[src/rtl/fp_convert_pipe.sv]
// Pipelined linear-to-floating-point converter.
// A signed sample becomes sign / exponent / mantissa / saturate, where the encoded
// magnitude is man * 2^exp. Three register stages (sign-magnitude, normalise,
// extract/round) advance together on a single enable, so a stalled output
// freezes the whole pipe, and bubbles stay in their slots.
module fp_convert_pipe #(
    parameter int unsigned IN_W     = 12,
    parameter int unsigned EXP_W    = 3,
    parameter int unsigned MAN_W    = 4,
    parameter int unsigned ROUND_EN = 1
) (
    input  logic             clk_i,
    input  logic             rst_ni,
    input  logic             in_valid_i,
    output logic             in_ready_o,
    input  logic [IN_W-1:0]  in_data_i,
    output logic             out_valid_o,
    input  logic             out_ready_i,
    output logic             out_sign_o,
    output logic [EXP_W-1:0] out_exp_o,
    output logic [MAN_W-1:0] out_man_o,
    output logic             out_sat_o
);

    // Shift amounts never exceed IN_W-MAN_W+1, so this width is always enough.
    localparam int unsigned SH_W    = $clog2(IN_W) + 1;
    localparam int unsigned EXP_MAX = (1 << EXP_W) - 1;

    // Global pipeline enable: everything moves unless the output is held.
    logic en;
    assign en         = !out_valid_o || out_ready_i;
    assign in_ready_o = en;

    // ------------------------------------------------------------------
    // Stage 1: sign / magnitude
    // ------------------------------------------------------------------
    logic            s1_valid_q;
    logic            s1_sign_q, s1_sign_d;
    logic [IN_W-1:0] s1_mag_q, s1_mag_d;

    // Magnitude is IN_W bits unsigned, so the most negative input maps to 2^(IN_W-1).
    always_comb begin
        s1_sign_d = in_data_i[IN_W-1];
        s1_mag_d  = in_data_i;
        if (in_data_i[IN_W-1]) begin
            s1_mag_d = ~in_data_i + {{(IN_W-1){1'b0}}, 1'b1};
        end
    end

    // Stage 1 registers.
    always_ff @(posedge clk_i or negedge rst_ni) begin
        if (!rst_ni) begin
            s1_valid_q <= 1'b0;
            s1_sign_q  <= 1'b0;
            s1_mag_q   <= '0;
        end else if (en) begin
            s1_valid_q <= in_valid_i;
            s1_sign_q  <= s1_sign_d;
            s1_mag_q   <= s1_mag_d;
        end
    end

    // ------------------------------------------------------------------
    // Stage 2: normalise
    // ------------------------------------------------------------------
    logic            s2_valid_q;
    logic            s2_sign_q;
    logic [IN_W-1:0] s2_mag_q;
    logic [SH_W-1:0] s2_exp_q, s2_exp_d;
    logic            s2_presat_q, s2_presat_d;
    logic [SH_W-1:0] msb_pos;

    // Leading-one position; the last hit in the ascending scan is the highest bit.
    always_comb begin
        msb_pos = '0;
        for (int i = 0; i < IN_W; i++) begin
            if (s1_mag_q[i]) begin
                msb_pos = SH_W'(i);
            end
        end
    end

    // Exponent is how far the leading one sits above the mantissa's top bit.
    always_comb begin
        s2_exp_d = '0;
        if (msb_pos > SH_W'(MAN_W - 1)) begin
            s2_exp_d = msb_pos - SH_W'(MAN_W - 1);
        end
        s2_presat_d = 32'(s2_exp_d) > EXP_MAX;
    end

    // Stage 2 registers.
    always_ff @(posedge clk_i or negedge rst_ni) begin
        if (!rst_ni) begin
            s2_valid_q  <= 1'b0;
            s2_sign_q   <= 1'b0;
            s2_mag_q    <= '0;
            s2_exp_q    <= '0;
            s2_presat_q <= 1'b0;
        end else if (en) begin
            s2_valid_q  <= s1_valid_q;
            s2_sign_q   <= s1_sign_q;
            s2_mag_q    <= s1_mag_q;
            s2_exp_q    <= s2_exp_d;
            s2_presat_q <= s2_presat_d;
        end
    end

    // ------------------------------------------------------------------
    // Stage 3: extract mantissa, round, saturate
    // ------------------------------------------------------------------
    logic [IN_W-1:0]  mag_sh;
    logic [IN_W-1:0]  rnd_mask;
    logic             rnd_bit;
    logic [MAN_W-1:0] man_trunc;
    logic [MAN_W-1:0] man_rnd;
    logic [SH_W-1:0]  exp_rnd;
    logic             sat;
    logic             unused_mag_hi;

    // After normalisation the shifted magnitude always fits in MAN_W bits.
    assign mag_sh        = s2_mag_q >> s2_exp_q;
    assign man_trunc     = mag_sh[MAN_W-1:0];
    assign unused_mag_hi = ^mag_sh[IN_W-1:MAN_W];

    // Round bit is the first discarded bit; the denormal range (exp 0) never rounds.
    always_comb begin
        rnd_mask = '0;
        rnd_bit  = 1'b0;
        if ((ROUND_EN != 0) && (s2_exp_q != '0)) begin
            rnd_mask = {{(IN_W-1){1'b0}}, 1'b1} << (s2_exp_q - SH_W'(1));
            rnd_bit  = |(s2_mag_q & rnd_mask);
        end
    end

    // Apply rounding; an all-ones mantissa carries out and renormalises.
    always_comb begin
        man_rnd = man_trunc;
        exp_rnd = s2_exp_q;
        if (rnd_bit) begin
            if (&man_trunc) begin
                man_rnd = {1'b1, {(MAN_W-1){1'b0}}};
                exp_rnd = s2_exp_q + SH_W'(1);
            end else begin
                man_rnd = man_trunc + {{(MAN_W-1){1'b0}}, 1'b1};
            end
        end
        sat = s2_presat_q || (32'(exp_rnd) > EXP_MAX);
    end

    // Output registers; fields hold whenever the consumer stalls.
    logic             out_valid_q;
    logic             out_sign_q;
    logic [EXP_W-1:0] out_exp_q;
    logic [MAN_W-1:0] out_man_q;
    logic             out_sat_q;

    // Stage 3 registers, clamped to the largest code on saturation.
    always_ff @(posedge clk_i or negedge rst_ni) begin
        if (!rst_ni) begin
            out_valid_q <= 1'b0;
            out_sign_q  <= 1'b0;
            out_exp_q   <= '0;
            out_man_q   <= '0;
            out_sat_q   <= 1'b0;
        end else if (en) begin
            out_valid_q <= s2_valid_q;
            out_sign_q  <= s2_sign_q;
            out_sat_q   <= sat;
            if (sat) begin
                out_exp_q <= EXP_W'(EXP_MAX);
                out_man_q <= '1;
            end else begin
                out_exp_q <= EXP_W'(exp_rnd);
                out_man_q <= man_rnd;
            end
        end
    end

    assign out_valid_o = out_valid_q;
    assign out_sign_o  = out_sign_q;
    assign out_exp_o   = out_exp_q;
    assign out_man_o   = out_man_q;
    assign out_sat_o   = out_sat_q;

endmodule

[config.mk]
export PLATFORM = sky130hd
export DESIGN_NAME = fp_convert_pipe
export DESIGN_NICKNAME = d
export VERILOG_FILES = /design/src/rtl/fp_convert_pipe.sv
export SDC_FILE = /design/constraint.sdc
export NUM_CORES = 1
export LEC_CHECK = 0
export ABC_AREA = 1
export CAP_MARGIN = 0
export CORE_MARGIN = 2
export CORE_UTILIZATION = 45
export CTS_BUF_LIST = sky130_fd_sc_hd__clkbuf_8
export CTS_CLUSTER_DIAMETER = 80
export CTS_CLUSTER_SIZE = 8
export DETAILED_ROUTE_END_ITERATION = 12
export HOLD_SLACK_MARGIN = 0.08
export PLACE_DENSITY = 0.65
export SETUP_SLACK_MARGIN = 0.02
export SLEW_MARGIN = 20
export SYNTH_ARGS = -nofsm -noshare
export SYNTH_HDL_FRONTEND = slang
export SYNTH_SLANG_ARGS = --single-unit
[constraint.sdc]
create_clock -name clk_i -period 3 [get_ports clk_i]
set_clock_uncertainty 0.1 [all_clocks]
set_input_delay 0.3 -clock clk_i [delete_from_list [all_inputs] [get_ports clk_i]]
set_output_delay 0.3 -clock clk_i [all_outputs]
set_load 0.03 [all_outputs]
Word level (Yosys, flattened, before mapping) --
Index checks and enable logic that the tools add are counted.
Storage, ports and cells: flip-flop bits (word level) 44, input port bits 16, output and inout port bits 11
Cells by class: magnitude comparators 3, $add $sub $neg 5, bitwise gates (word level) 2, multiplexer cells 20, reductions and logical operators 6, shift-type cells 2
Operator list (number):
- $mux 5 | 13
- $add 12x1->12 const B | 1
- $and 12x12->12 | 1
- $mux 12 | 1
- $mux 4 | 3
- $not 12->12 | 1
- $reduce_or 12->1 | 1
- $shl 1x5->12 const A | 1
- $shr 12x5->4 | 1
- $gt 5x3->1 const B | 2
- $add 5x1->5 const B | 1
- $gt 5x2->1 const B | 1
- $reduce_bool 5->1 | 1
- $sub 5x1->5 const B | 1
- $sub 5x2->5 const B | 1
- $add 4x1->4 const B | 1
- $reduce_and 4->1 | 1
- $mux 3 | 1
- $logic_or 1x1->1 | 2
- $mux 1 | 2
- $logic_not 1->1 | 1

Longest topological paths before layout --
Gate-level depths: netlist of run 1.
depth in word-level cells 14, mapped depth 19, depth with buffers taken out 18

Worst setup path before layout of run 1 --
Ideal clock, no wire load.
path type flip-flop to flip-flop, start register s2_exp_q[0], end register out_exp_q[1], in the netlist out_exp_o[1], stages on the path, launching flop included 19, slack 0.799 ns, setup time 0.117 ns, data required time 2.783 ns, data arrival time 1.983 ns, cells stage by stage dfrtp_1 -> inv_2 -> buf_6 -> ha_1 -> inv_1 -> nand2_1 -> nand2_1 -> nand3_1 -> nand2_1 -> inv_2 -> nand3_1 -> nand3_2 -> inv_2 -> buf_6 -> nand2_2 -> nand2_1 -> nand2_1 -> nor2_1 -> nor2_1
Between the ends: cells in the longest elaborated chain, start to end 9, elaborated cells on any way between the ends 14, classes of those cells add/sub (2); order compare (1); shift (2); mux (4); bitwise (1); reduce/logical (4)
Ends and longest elaborated chain:
- from (decl) | RTL line 69 | logic [SH_W-1:0] s2_exp_q, s2_exp_d;
- from (signal assigned) | RTL line 104 | s2_exp_q <= s2_exp_d;
- $sub 5x1->5 | RTL line 131 | rnd_mask = {{(IN_W-1){1'b0}}, 1'b1} << (s2_exp_q - SH_W'(1));
- $shl 1x5->12 | RTL line 131
- $and 12x12->12 | RTL line 132 | rnd_bit = |(s2_mag_q & rnd_mask);
- $reduce_or 12->1 | RTL line 132
- $mux 1 | RTL line 130 | if ((ROUND_EN != 0) && (s2_exp_q != '0)) begin
- $mux 5 * | RTL line 140 | if (rnd_bit) begin
- $gt 5x3->1 | RTL line 148 | sat = s2_presat_q || (32'(exp_rnd) > EXP_MAX);
- $logic_or 1x1->1 | RTL line 148
- $mux 3 * | RTL line 170 | if (sat) begin
- to (signal assigned) | RTL line 171 | out_exp_q <= EXP_W'(EXP_MAX);
- to (signal assigned) | RTL line 174 | out_exp_q <= EXP_W'(exp_rnd);
- to (decl) | RTL line 154 | logic [EXP_W-1:0] out_exp_q;
Mark *: on every way between the ends. The rest lies on a longest branch, timed or not. A chain may end at the register's enable or synchronous reset.

Worst setup path in the final report of run 1 --
start register s2_exp_q[3], end register out_exp_q[1], in the netlist out_exp_o[1]
Same word-level chain as after synthesis.

==> results of run 1 <==
[power breakdown]
| part | total (uW) | internal (uW) | switching (uW) | leakage [uW] |
|---|---|---|---|---|
| logic | 1850 | 630 | 1220 | 0.00108 |
| registers | 974 | 801 | 173 | 0.000537 |
| clock network | 618 | 416 | 201 | 0.0000784 |
| total | 3440 | 1850 | 1590 | 0.00169 |
[synthesized netlist by cell type, types with 3 or more instances]
cell	count	area share [%]
o21ai_0	30	5.3
xor2_1	7	2.2
nand4_1	5	1.1
nor2_1	43	5.7
dfrtp_1	44	39
a21oi_1	3	0.53
xnor2_1	3	0.93
nor3_1	4	0.70
nand2_1	138	18
nand2_2	7	1.5
inv_1	43	5.7
ha_1	9	4.0
inv_2	7	0.93
o21ai_1	6	1.1
clkbuf_1	8	1.1
nand3_1	31	5.5
[layout make-up]
cell class	count	area, um2
Clock buffer	5	68.82
Clock inverter	3	90.09
Inverter	51	191.4
Tap cell	75	93.84
Timing Repair Buffer	30	290.3
Sequential cell	44	1101
Fill cell	632	2713
Multi-Input combinational cell	303	1478
[worst min-delay path, cell delays in order (launching register included)]
cell and delay, ns:
dfrtp_1 0.33, inv_1 0.05, nand2_1 0.06
[routing by layer]
layer  GRT usage [%]  part of all wire (%)  wire length [um]  vias up
li1                -                     -                 -     1341
met3           3.181                   4.1               259        9
met1           27.78                    50              3180     1156
met4           6.305                   1.3                83        0
met2           31.30                    44              2802       59
met5               0                     0                 0        -
[sequential cells by signal, summed over array words and instances (netlist names)]
signal	flops
s2_exp_q	5
out_sign_o	1
s1_sign_q	1
out_man_o	4
s1_valid_q	1
s2_mag_q	12
s2_valid_q	1
out_sat_o	1
s2_sign_q	1
s1_mag_q	12
out_exp_o	3
s2_presat_q	1
out_valid_o	1
[stage by stage]
stage / util, % / hold WS (ns)
6_report: 54.98 / 0.3637
5_1_grt: 54.98 / 0.3931
4_1_cts: 54.78 / 0.08904
3_5_place_dp: 52.14 / 0.3425
3_3_place_gp: 52.14 / 0.3359
2_1_floorplan: - / -0.09559
[cells in the final DEF (no fill, tap or decap), types with 3 or more instances in the layout]
cell type | synthesis | layout
bufinv_16 | 0 | 3
o21ai_1 | 6 | 6
ha_1 | 9 | 9
nor2_1 | 43 | 42
xor2_1 | 7 | 7
buf_4 | 2 | 4
clkdlybuf4s50_1 | 0 | 25
dfrtp_1 | 44 | 44
inv_1 | 43 | 43
nand3_1 | 31 | 31
a21oi_1 | 3 | 3
xnor2_1 | 3 | 3
o21ai_0 | 30 | 30
nand2_1 | 138 | 138
nand4_1 | 5 | 5
clkbuf_8 | 0 | 5
nand2_2 | 7 | 7
nor3_1 | 4 | 4
inv_2 | 7 | 7
[logic make-up (layout without fill, tap and decap cells)]
logic type,Yosys count,after routing
fa+ha+maj,9,9
xor+xnor,10,10
simple gates,235,235
flops,44,44
compound gates,49,49
buf+inv,64,89
[repair_timing]
item / CTS / global route
setup endpoints to repair: 0 / 0
endpoints found under the hold margin: 0 / 44
hold buffers: 0 / 1
[how the worst min path moves through the flow]
stage | to | cells past startpoint | slack [ns]
after global routing | out_valid_o | 2 | 0.39
after CTS | s2_mag_q[10] | 1 | 0.09
after floorplan | out_exp_o[0] | 0 | -0.1
after detailed placement | out_valid_o | 2 | 0.34
after global placement | out_valid_o | 2 | 0.34
final | out_valid_o | 2 | 0.36
==> reports/results.tsv, run 1 <==
stage	metric	value	unit
grt	antenna_found_initial	0	
logic_synthesis	ys.flop_type	dfrtp_1	
placement	dp_cells	502	
grt	grt_pass1_wl	11.28	mm
power_and_ir_drop	finalPower	3437	uW
grt	grt_max_degree	45	
cts	cts_setup_buffers	0	
setup_path	crit_type	flop to flop	
cts	htree_levels	2	
layout	nNetsFinal	460	
worst_hold_path	hold_path_startpoint	s2_valid_q	
timing	tns	0	ns
setup_path	startpoint_type	flop	
layout	final_cells	511	
detailed_routing	viasPerCell	5.020	
detailed_routing	num_vias	2565	
floorplanning	initial_core_util	47.13	%
detailed_routing	drtPass1Iterations	4	
setup_path	worst-path-buf-inv	2	
logic_synthesis	postSynth.asyncResetShare	100.0	%
layout	syn2layout_area_growth	16.65	%
logic_synthesis	ys.warnings.count	0	
placement	gp_congestion	0.8664	
placement	hpwl	4.798	mm
logic_synthesis	synthAdderAreaFrac	3.965	%
timing	worst_pin_slew	0.7833	ns
timing	fin_crit	2.511	ns
timing	fmax	398.2	MHz
timing	post-route-period-util	83.71	%
setup_path	slowest_delay	0.41	ns
logic_synthesis	syn_nets	436	
logic_synthesis	synth_compound_area_share	9.471	%
power_and_ir_drop	p_leak	0.001695	uW
setup_path	cp_max_fo	8	
run_status	status	finished clean	
timing	finalHoldViolCount	0	
setup_path	r2r_start	s2_exp_q[3]	
setup_path	slowest_stage	dfrtp_1	
logic_synthesis	synthCells	411	
floorplanning	die_area	6963	um2
grt	grt_pass1_vias	2486	
logic_synthesis	synth.cell_area	2840	um2
layout	diodes	0	
timing	finalSetupViolations	0	
logic_synthesis	synth_xor_area_share	3.084	%
placement	pre_cts_ws	0.5020	ns
setup_path	crit_path_cell_trace	inv_1, nor3_1, a22oi_1, nand2_1, nand2_1, inv_1, ha_1, nand2_2, nor2_8, nand2_2, nand2_1, nand2_1, nor2_1, nor2_1	
cts	cts_resized	0	
timing	slew_viol_final	0	
logic_synthesis	syn_avg_cell_area	6.911	um2
cts	clock_path_buffers	2	
floorplanning	rows	28	
cts	cts_tree	yes	
cts	cts.clk_slew.worst_paths	0.08	ns
run	max-cap-violations	0	
floorplanning	die_h	83.45	um
setup_path	cp.required	3.10	ns
placement	port_buffers	26	
logic_synthesis	synth_top_family_by_area	simple AND/OR/NAND/NOR gates	
detailed_routing	wl_per_cell	12.38	um
timing	rsz0062_at_grt	false	
power_and_ir_drop	p_per_area	1037	nW/um2
timing	relSlewSlack	47.30	%
cts	cts_root_buffer	clkbuf_8	
setup_path	path_common_cell	nand2_1	
placement	dpl-instance-area	3142	um2
detailed_routing	remaining_drc_errors	0	
setup_path	critPathTopFamily	simple AND/OR/NAND/NOR gates	
logic_synthesis	ys_seq_elements	44	
setup_path	r2r_setup_slack	0.49	ns
setup_path	path_depth	14	
timing	setup_ws	0.4887	ns
logic_synthesis	ys_seq_area_share	38.77	%
logic_synthesis	synth.mux.area_fraction	0	%
cts	cts_sinks	44	
floorplanning	die_w	83.45	um
logic_synthesis	ys_types	33	
setup_path	cp-endpoint	out_exp_o[1]	
detailed_routing	drt-initial-drc-count	172	
grt	grt_overflow	0	
worst_hold_path	min_path_type	flop to flop	
floorplanning	core	6026	um2
detailed_routing	drt-total-wl	6.325	mm
detailed_routing	detail-route-antenna-nets	0	
layout	fin_area	3313	um2
setup_path	r2r-end	out_exp_o[1]	
floorplanning	ios	27	
cts	worstSkewPairLatency	0.30	ns
setup_path	worstPathArrival	2.61	ns
power_and_ir_drop	ir_drop	525.7	uV
setup_path	startpoint	s2_exp_q[3]	
cts	cts_made_buffers	5	
layout	drive_above_1_share	7.569	%
setup_path	rr_worst_depth	14	
setup_path	end_kind	flop	
logic_synthesis	synth-simple-area-share	35.42	%
grt	track_usage	19.75	%
logic_synthesis	synth_edf_count	0	
Power figures use the tool's default switching activity.
==> run 2, diff against run 1 <==
==> constraint.sdc (replaced) <==
create_clock -name clk_i -period 2.37 [get_ports clk_i]
set_clock_uncertainty 0.1 [all_clocks]
set_input_delay 0.237 -clock clk_i [delete_from_list [all_inputs] [get_ports clk_i]]
set_output_delay 0.237 -clock clk_i [all_outputs]
set_load 0.03 [all_outputs]
==> run 2 against run 1 <==
Global-route usage down 0.36 points. Critical endpoint is now out_man_o[1]. Largest cell class unchanged. Maximum frequency up 15%. Sequential share of layout area down 1.8 points. Clock power down 5.2%. Register-to-register slack worse by 0.30 ns.
==> reports/results.tsv, run 2 (synthesis results as in run 1) <==
stage	metric	value	unit	change
layout	reg.largest.list	s1_mag_q: 12 flops, s2_mag_q: 12 flops, s2_exp_q: 5 flops		
timing	slew_viol_final	0		unchanged
placement	gp_congestion	0.8610		-0.62%
cts	clock_path_buffers	2		unchanged
detailed_routing	detail-route-antenna-nets	0		unchanged
detailed_routing	wl_per_cell	12.59	um	+1.7%
grt	track_usage	19.40	%	-0.36 points
setup_path	crit_type	flop to flop		
setup_path	cp.required	2.47	ns	-0.63 ns
floorplanning	initial_core_util	47.13	%	unchanged
power_and_ir_drop	swShare	48.49	%	+2.2 points
setup_path	rr_worst_depth	17		+3
grt	grt_pass1_wl	11.23	mm	-0.49%
run_status	status	finished clean		
timing	worst_pin_slew	0.3478	ns	-0.4355 ns
grt	grt_max_degree	45		unchanged
setup_path	r2r-end	out_man_o[1]		
cts	cts_sinks	44		unchanged
timing	fin_crit	2.180	ns	-0.3314 ns
layout	syn2layout_area_growth	23.66	%	
floorplanning	die_w	83.45	um	unchanged
setup_path	worst-path-buf-inv	4		+2
grt	grt_overflow	0		unchanged
setup_path	worstPathArrival	2.28	ns	-0.33 ns
floorplanning	ios	27		unchanged
floorplanning	die_h	83.45	um	unchanged
layout	final_common_cell	nand2_1		
power_and_ir_drop	clkPwrFrac	12.7	%	-5.3 points
floorplanning	rows	28		unchanged
cts	htree_levels	2		unchanged
setup_path	critPathTopFamily	simple AND/OR/NAND/NOR gates		
setup_path	end_kind	flop		
cts	cts_root_buffer	clkbuf_8		
timing	fmax	458.7	MHz	+15%
worst_hold_path	min_path_type	input port to async pin		
grt	grt_pass1_vias	2495		+0.36%
setup_path	r2r_start	s2_exp_q[0]		
setup_path	startpoint_type	flop		
detailed_routing	drt-initial-drc-count	193		+12%
power_and_ir_drop	p_switching	2235	uW	+41%
layout	diodes	0		unchanged
floorplanning	core	6026	um2	unchanged
setup_path	r2r_setup_slack	0.19	ns	-0.30 ns
setup_path	crit_path_cell_trace	buf_6, buf_6, ha_4, nand2_1, nand2_1, nor2_1, nor2_1, nor2_1, nand3_1, nand3_4, clkinv_4, nand2_1, nor2_1, nor2_1, nand3_1, nand2_1, inv_1		
power_and_ir_drop	p_comb_share	60.2	%	+6.5 points
detailed_routing	drt-total-wl	6.635	mm	+4.9%
cts	worstSkewPairLatency	0.30	ns	about the same
detailed_routing	viasPerCell	5.019		about the same
layout	nNetsFinal	476		+3.5%
timing	relSlewSlack	76.51	%	+29 points
floorplanning	die_area	6963	um2	unchanged
run	max-cap-violations	0		unchanged
placement	port_buffers	26		unchanged
cts	cts_made_buffers	5		unchanged
detailed_routing	num_vias	2645		+3.1%
timing	hold_slack	0.3341	ns	-0.02959 ns
power_and_ir_drop	p_leak	0.001768	uW	+4.3%
power_and_ir_drop	internal_power	2374	uW	+29%
detailed_routing	drtPass1Iterations	5		+1
timing	finalHoldViolCount	0		unchanged
timing	post-route-period-util	91.98	%	+8.3 points
timing	rsz0062_at_grt	false		
cts	cts_tree	yes		
layout	drive_above_1_share	14.60	%	+7.0 points
grt	antenna_found_initial	0		unchanged
power_and_ir_drop	seqPwrFrac	27.1	%	-1.2 points
placement	hpwl	4.842	mm	+0.90%
layout	final_cell_mix	nand2_1 (136), dfrtp_1 (41), inv_1 (40), nor2_1 (40), nand3_1 (31)		
power_and_ir_drop	p_per_area	1312	nW/um2	+27%
detailed_routing	remaining_drc_errors	0		unchanged
power_and_ir_drop	ir_drop	816.4	uV	+55%
timing	tns	0	ns	unchanged
timing	finalSetupViolations	0		unchanged
setup_path	slowest_stage	dfrtp_2		
setup_path	cp_max_fo	7		-1
setup_path	slowest_delay	0.45	ns	+0.04 ns
cts	cts.clk_slew.worst_paths	0.08	ns	about the same
setup_path	path_common_cell	nor2_1		
-- run 2: changes by cell type in the layout (fill, tap and decap cells not counted), moves of 3 or more --
cell | previous run | this run
dfrtp_2 | 0 | 3
buf_4 | 4 | 12
ha_1 | 9 | 5
buf_6 | 0 | 3
dfrtp_1 | 44 | 41
inv_1 | 43 | 40
-- run 2: worst reg2reg max path: stages, from the launching register on --
cell	delay, ns
dfrtp_2	0.45
buf_6	0.15
buf_6	0.13
ha_4	0.16
nand2_1	0.06
nand2_1	0.05
nor2_1	0.10
nor2_1	0.05
nor2_1	0.10
nand3_1	0.13
nand3_4	0.14
clkinv_4	0.10
nand2_1	0.07
nor2_1	0.04
nor2_1	0.08
nand3_1	0.08
nand2_1	0.06
inv_1	0.03
-- run 2: worst max path at each step --
stage	startpoint	end	depth (start not counted)
floorplan	s2_exp_q[0]	out_exp_o[1]	18
global placement	s2_exp_q[1]	out_man_o[1]	13
detailed placement	s2_exp_q[0]	out_man_o[3]	15
CTS	s2_exp_q[2]	out_exp_o[2]	15
global route	s2_exp_q[1]	out_exp_o[0]	16
finish	s2_exp_q[0]	out_man_o[1]	17
-- run 2: metal layers --
metal	wire length [um]	vias up	global-route usage (%)
li1	-	1380	-
met1	3335	1217	27.97
met2	3040	41	30.57
met3	180	7	2.982
met4	78	0	5.132
met5	0	-	0
-- run 2: final cells by class --
type,count,area [um2]
repair buffers,45,434.2
repair inverters,1,5.005
clock buffers,5,68.82
well taps,75,93.84
flip-flops and latches,44,1105
clock inverters,3,46.29
multi-input cells,303,1553
fillers,581,2514
inverters,51,206.4
-- run 2: timing repair --
| item | 4_1_cts | 5_1_grt |
|---|---|---|
| hold endpoints to repair | 44 | 0 |
| hold buffers | 1 | 0 |
| setup buffers | 0 | 5 |
| setup endpoints to repair | 0 | 8 |
| gates resized for setup | 0 | 33 |
-- run 2: power by group through the flow --
stage | registers (uW) | clock network [uW] | logic, uW
6_report | 1250 | 586 | 2770
5_1_grt | 1290 | 633 | 3100
4_1_cts | 1210 | 604 | 2440
3_5_place_dp | 1220 | 0 | 2430
3_3_place_gp | 1220 | 0 | 2400
2_1_floorplan | 1340 | 0 | 1680
-- run 2: metrics by stage --
step                      area (um2)  instances  util (%)  worst slack, ns  power [uW]
final                           3512        527     58.28           0.1901        4609
after detailed placement        3222        511     53.47          0.05832        3652
after global routing            3512        527     58.28         0.003058        5022
after floorplan                 2840        411         -           0.1693        3018
after CTS                       3347        520     55.54          0.04115        4259
after global placement          3222        511     53.47          0.05283        3623
==> run 3, diff against run 2 <==
--- a/config.mk
+++ b/config.mk
@@ -11,10 +11,9 @@
 export CORE_UTILIZATION = 45
 export CTS_BUF_LIST = sky130_fd_sc_hd__clkbuf_8
 export CTS_CLUSTER_DIAMETER = 80
-export CTS_CLUSTER_SIZE = 8
 export DETAILED_ROUTE_END_ITERATION = 12
 export HOLD_SLACK_MARGIN = 0.08
-export PLACE_DENSITY = 0.65
+export PLACE_DENSITY_LB_ADDON = 0.08
 export SETUP_SLACK_MARGIN = 0.02
 export SLEW_MARGIN = 20
 export SYNTH_ARGS = -nofsm -noshare
==> run 3 against run 2 <==
Clock power decreased by 21%. Critical path depth decreased by 3. Flip-flop and latch count unchanged. Largest cell class unchanged. Final cell count increased by 2.5%. Critical endpoint is now out_exp_o[1]. Via count increased by 1.9%.
==> reports/results.tsv, run 3 (synthesis results as in run 1) <==
stage	metric	value	unit	change
power_and_ir_drop	p_per_area	1312	nW/um2	about the same
setup_path	startpoint	s2_exp_q[1]		
layout	diodes	0		unchanged
floorplanning	core	6026	um2	unchanged
cts	cts_root_buffer	clkbuf_8		
layout	nFillCells	598		+2.9%
setup_path	rr_worst_depth	14		-3
floorplanning	initial_core_util	47.13	%	unchanged
setup_path	startpoint_type	flop		
floorplanning	rows	28		unchanged
timing	fmax	453.9	MHz	-1.0%
power_and_ir_drop	p_switching	2293	uW	+2.6%
detailed_routing	num_vias	2696		+1.9%
grt	grt_pass1_wl	11.09	mm	-1.2%
layout	multi_input_area	1580	um2	+1.8%
detailed_routing	drt-initial-drc-count	113		-41%
timing	slew_viol_final	0		unchanged
run_status	status	finished clean		
grt	antenna_found_initial	0		unchanged
layout	reg.largest.list	s1_mag_q: 12 flops, s2_mag_q: 12 flops, s2_exp_q: 5 flops		
detailed_routing	drtPass1Iterations	4		-1
timing	fin_crit	2.203	ns	+0.02307 ns
grt	grt_pass1_vias	2508		+0.52%
layout	final_cells	540		+2.5%
layout	nNetsFinal	489		+2.7%
setup_path	end_kind	flop		
setup_path	worstPathArrival	2.30	ns	+0.02 ns
setup_path	cp-endpoint	out_exp_o[1]		
power_and_ir_drop	internal_power	2426	uW	+2.2%
detailed_routing	drt-total-wl	6.762	mm	+1.9%
floorplanning	die_h	83.45	um	unchanged
power_and_ir_drop	ir_drop	888.9	uV	+8.9%
power_and_ir_drop	finalPower	4719	uW	+2.4%
layout	final_cell_mix	nand2_1 (135), inv_1 (41), dfrtp_1 (41)		
power_and_ir_drop	clkPwrFrac	9.8	%	-2.9 points
setup_path	r2r_setup_slack	0.17	ns	-0.02 ns
floorplanning	die_area	6963	um2	unchanged
worst_hold_path	min_path_type	input port to async pin		
placement	gp_congestion	0.8381		-2.7%
layout	drive_above_1_share	17.20	%	+2.6 points
setup_path	r2r_start	s2_exp_q[1]		
cts	cts_tree	yes		
run	max-cap-violations	0		unchanged
grt	grt_overflow	0		unchanged
power_and_ir_drop	seqPwrFrac	26.3	%	-0.8 points
setup_path	crit_type	flop to flop		
placement	dp_cells	513		+0.39%
grt	grt_max_degree	41		-8.9%
power_and_ir_drop	swShare	48.59	%	+0.10 points
cts	clock_path_buffers	2		unchanged
setup_path	r2r-end	out_exp_o[1]		
layout	final_common_cell	nand2_1		
floorplanning	die_w	83.45	um	unchanged
cts	htree_levels	2		unchanged
cts	cts.clk_slew.worst_paths	0.09	ns	about the same
detailed_routing	viasPerCell	4.993		-0.53%
floorplanning	ios	27		unchanged
setup_path	cp_max_fo	8		+1
timing	worst_pin_slew	0.5045	ns	+0.1567 ns
cts	worstSkewPairLatency	0.29	ns	about the same
setup_path	cp.required	2.46	ns	about the same
detailed_routing	wl_per_cell	12.52	um	-0.54%
placement	port_buffers	26		unchanged
timing	finalHoldViolCount	0		unchanged
power_and_ir_drop	p_leak	0.001835	uW	+3.8%
detailed_routing	detail-route-antenna-nets	0		unchanged
cts	cts_sinks	44		unchanged
placement	hpwl	4.974	mm	+2.7%
power_and_ir_drop	p_comb_share	63.8	%	+3.6 points
cts	cts_made_buffers	5		unchanged
timing	post-route-period-util	92.95	%	+0.97 points
timing	finalSetupViolations	0		unchanged
detailed_routing	remaining_drc_errors	0		unchanged
layout	regArea	1105	um2	unchanged
timing	rsz0062_at_grt	false		
grt	track_usage	19.28	%	-0.12 points
layout	syn2layout_area_growth	26.65	%	
timing	relSlewSlack	66.36	%	-10 points
==> run 3: how the worst min path moves through the flow <==
| stage | endpoint | cells past startpoint |
|---|---|---|
| after floorplan | out_exp_o[0] | 0 |
| after global placement | s1_mag_q[4] | 1 |
| after detailed placement | s1_mag_q[6] | 1 |
| after CTS | s1_mag_q[10] | 2 |
| after global routing | s1_valid_q | 3 |
| final | s1_mag_q[7] | 2 |
==> run 3: repair_timing <==
| item | 4_1_cts | 5_1_grt |
|---|---|---|
| hold buffers | 1 | 0 |
| pin swaps | 0 | 10 |
| setup endpoints to repair | 7 | 8 |
| endpoints found under the hold margin | 22 | 0 |
| gates resized for setup | 2 | 43 |
| gates cloned | 0 | 1 |
| setup buffers | 0 | 17 |
==> run 3: final cells by class <==
type,count,area share (%)
timing repair buffer,58,14.50
timing repair inverter,1,0.1391
inverter,51,5.670
clock buffer,5,1.913
sequential,44,30.71
clock inverter,3,0.5217
tap,75,2.609
multi-input combinational,303,43.93
==> run 3: stage by stage <==
step | setup TNS, ns | util, % | setup WS (ns) | hold WS, ns | cell area (um2)
floorplan | 0 | - | 0.1693 | -0.1586 | 2840
global placement | 0 | 53.51 | 0.03202 | 0.1391 | 3224
detailed placement | -0.09479 | 53.51 | -0.02630 | 0.1400 | 3224
CTS | 0 | 55.15 | 0.04261 | 0.3504 | 3323
global route | 0 | 59.70 | 0.01334 | 0.3794 | 3597
finish | 0 | 59.70 | 0.1670 | 0.3403 | 3597
==> run 3: metal layers <==
layer / GRT usage, % / vias to the layer above / part of all wire [%] / wire length, um
met5: 0 / - / 0 / 0
met4: 5.865 / 0 / 1.1 / 74
met3: 3.082 / 7 / 3.0 / 200
met2: 32.92 / 50 / 48 / 3266
met1: 25.21 / 1232 / 48 / 3221
li1: - / 1407 / - / -
==> run 3: power by group through the flow <==
stage / sequential (uW) / clock, uW / combinational [uW]
5_1_grt: 1280 / 515 / 3370
3_3_place_gp: 1230 / 0 / 2400
2_1_floorplan: 1340 / 0 / 1680
6_report: 1240 / 465 / 3010
4_1_cts: 1230 / 482 / 2430
3_5_place_dp: 1240 / 0 / 2420
==> run 3: critical path: stages, from the launching register on <==
cell	delay, ns
dfrtp_2	0.46
buf_4	0.18
nor3_4	0.22
a22oi_1	0.11
nand2_1	0.08
nand2_1	0.11
inv_2	0.12
ha_4	0.15
nand2_4	0.06
nor2_8	0.17
nand2_4	0.08
nand2_1	0.06
nand2_1	0.05
nor2_1	0.11
nor2_1	0.05
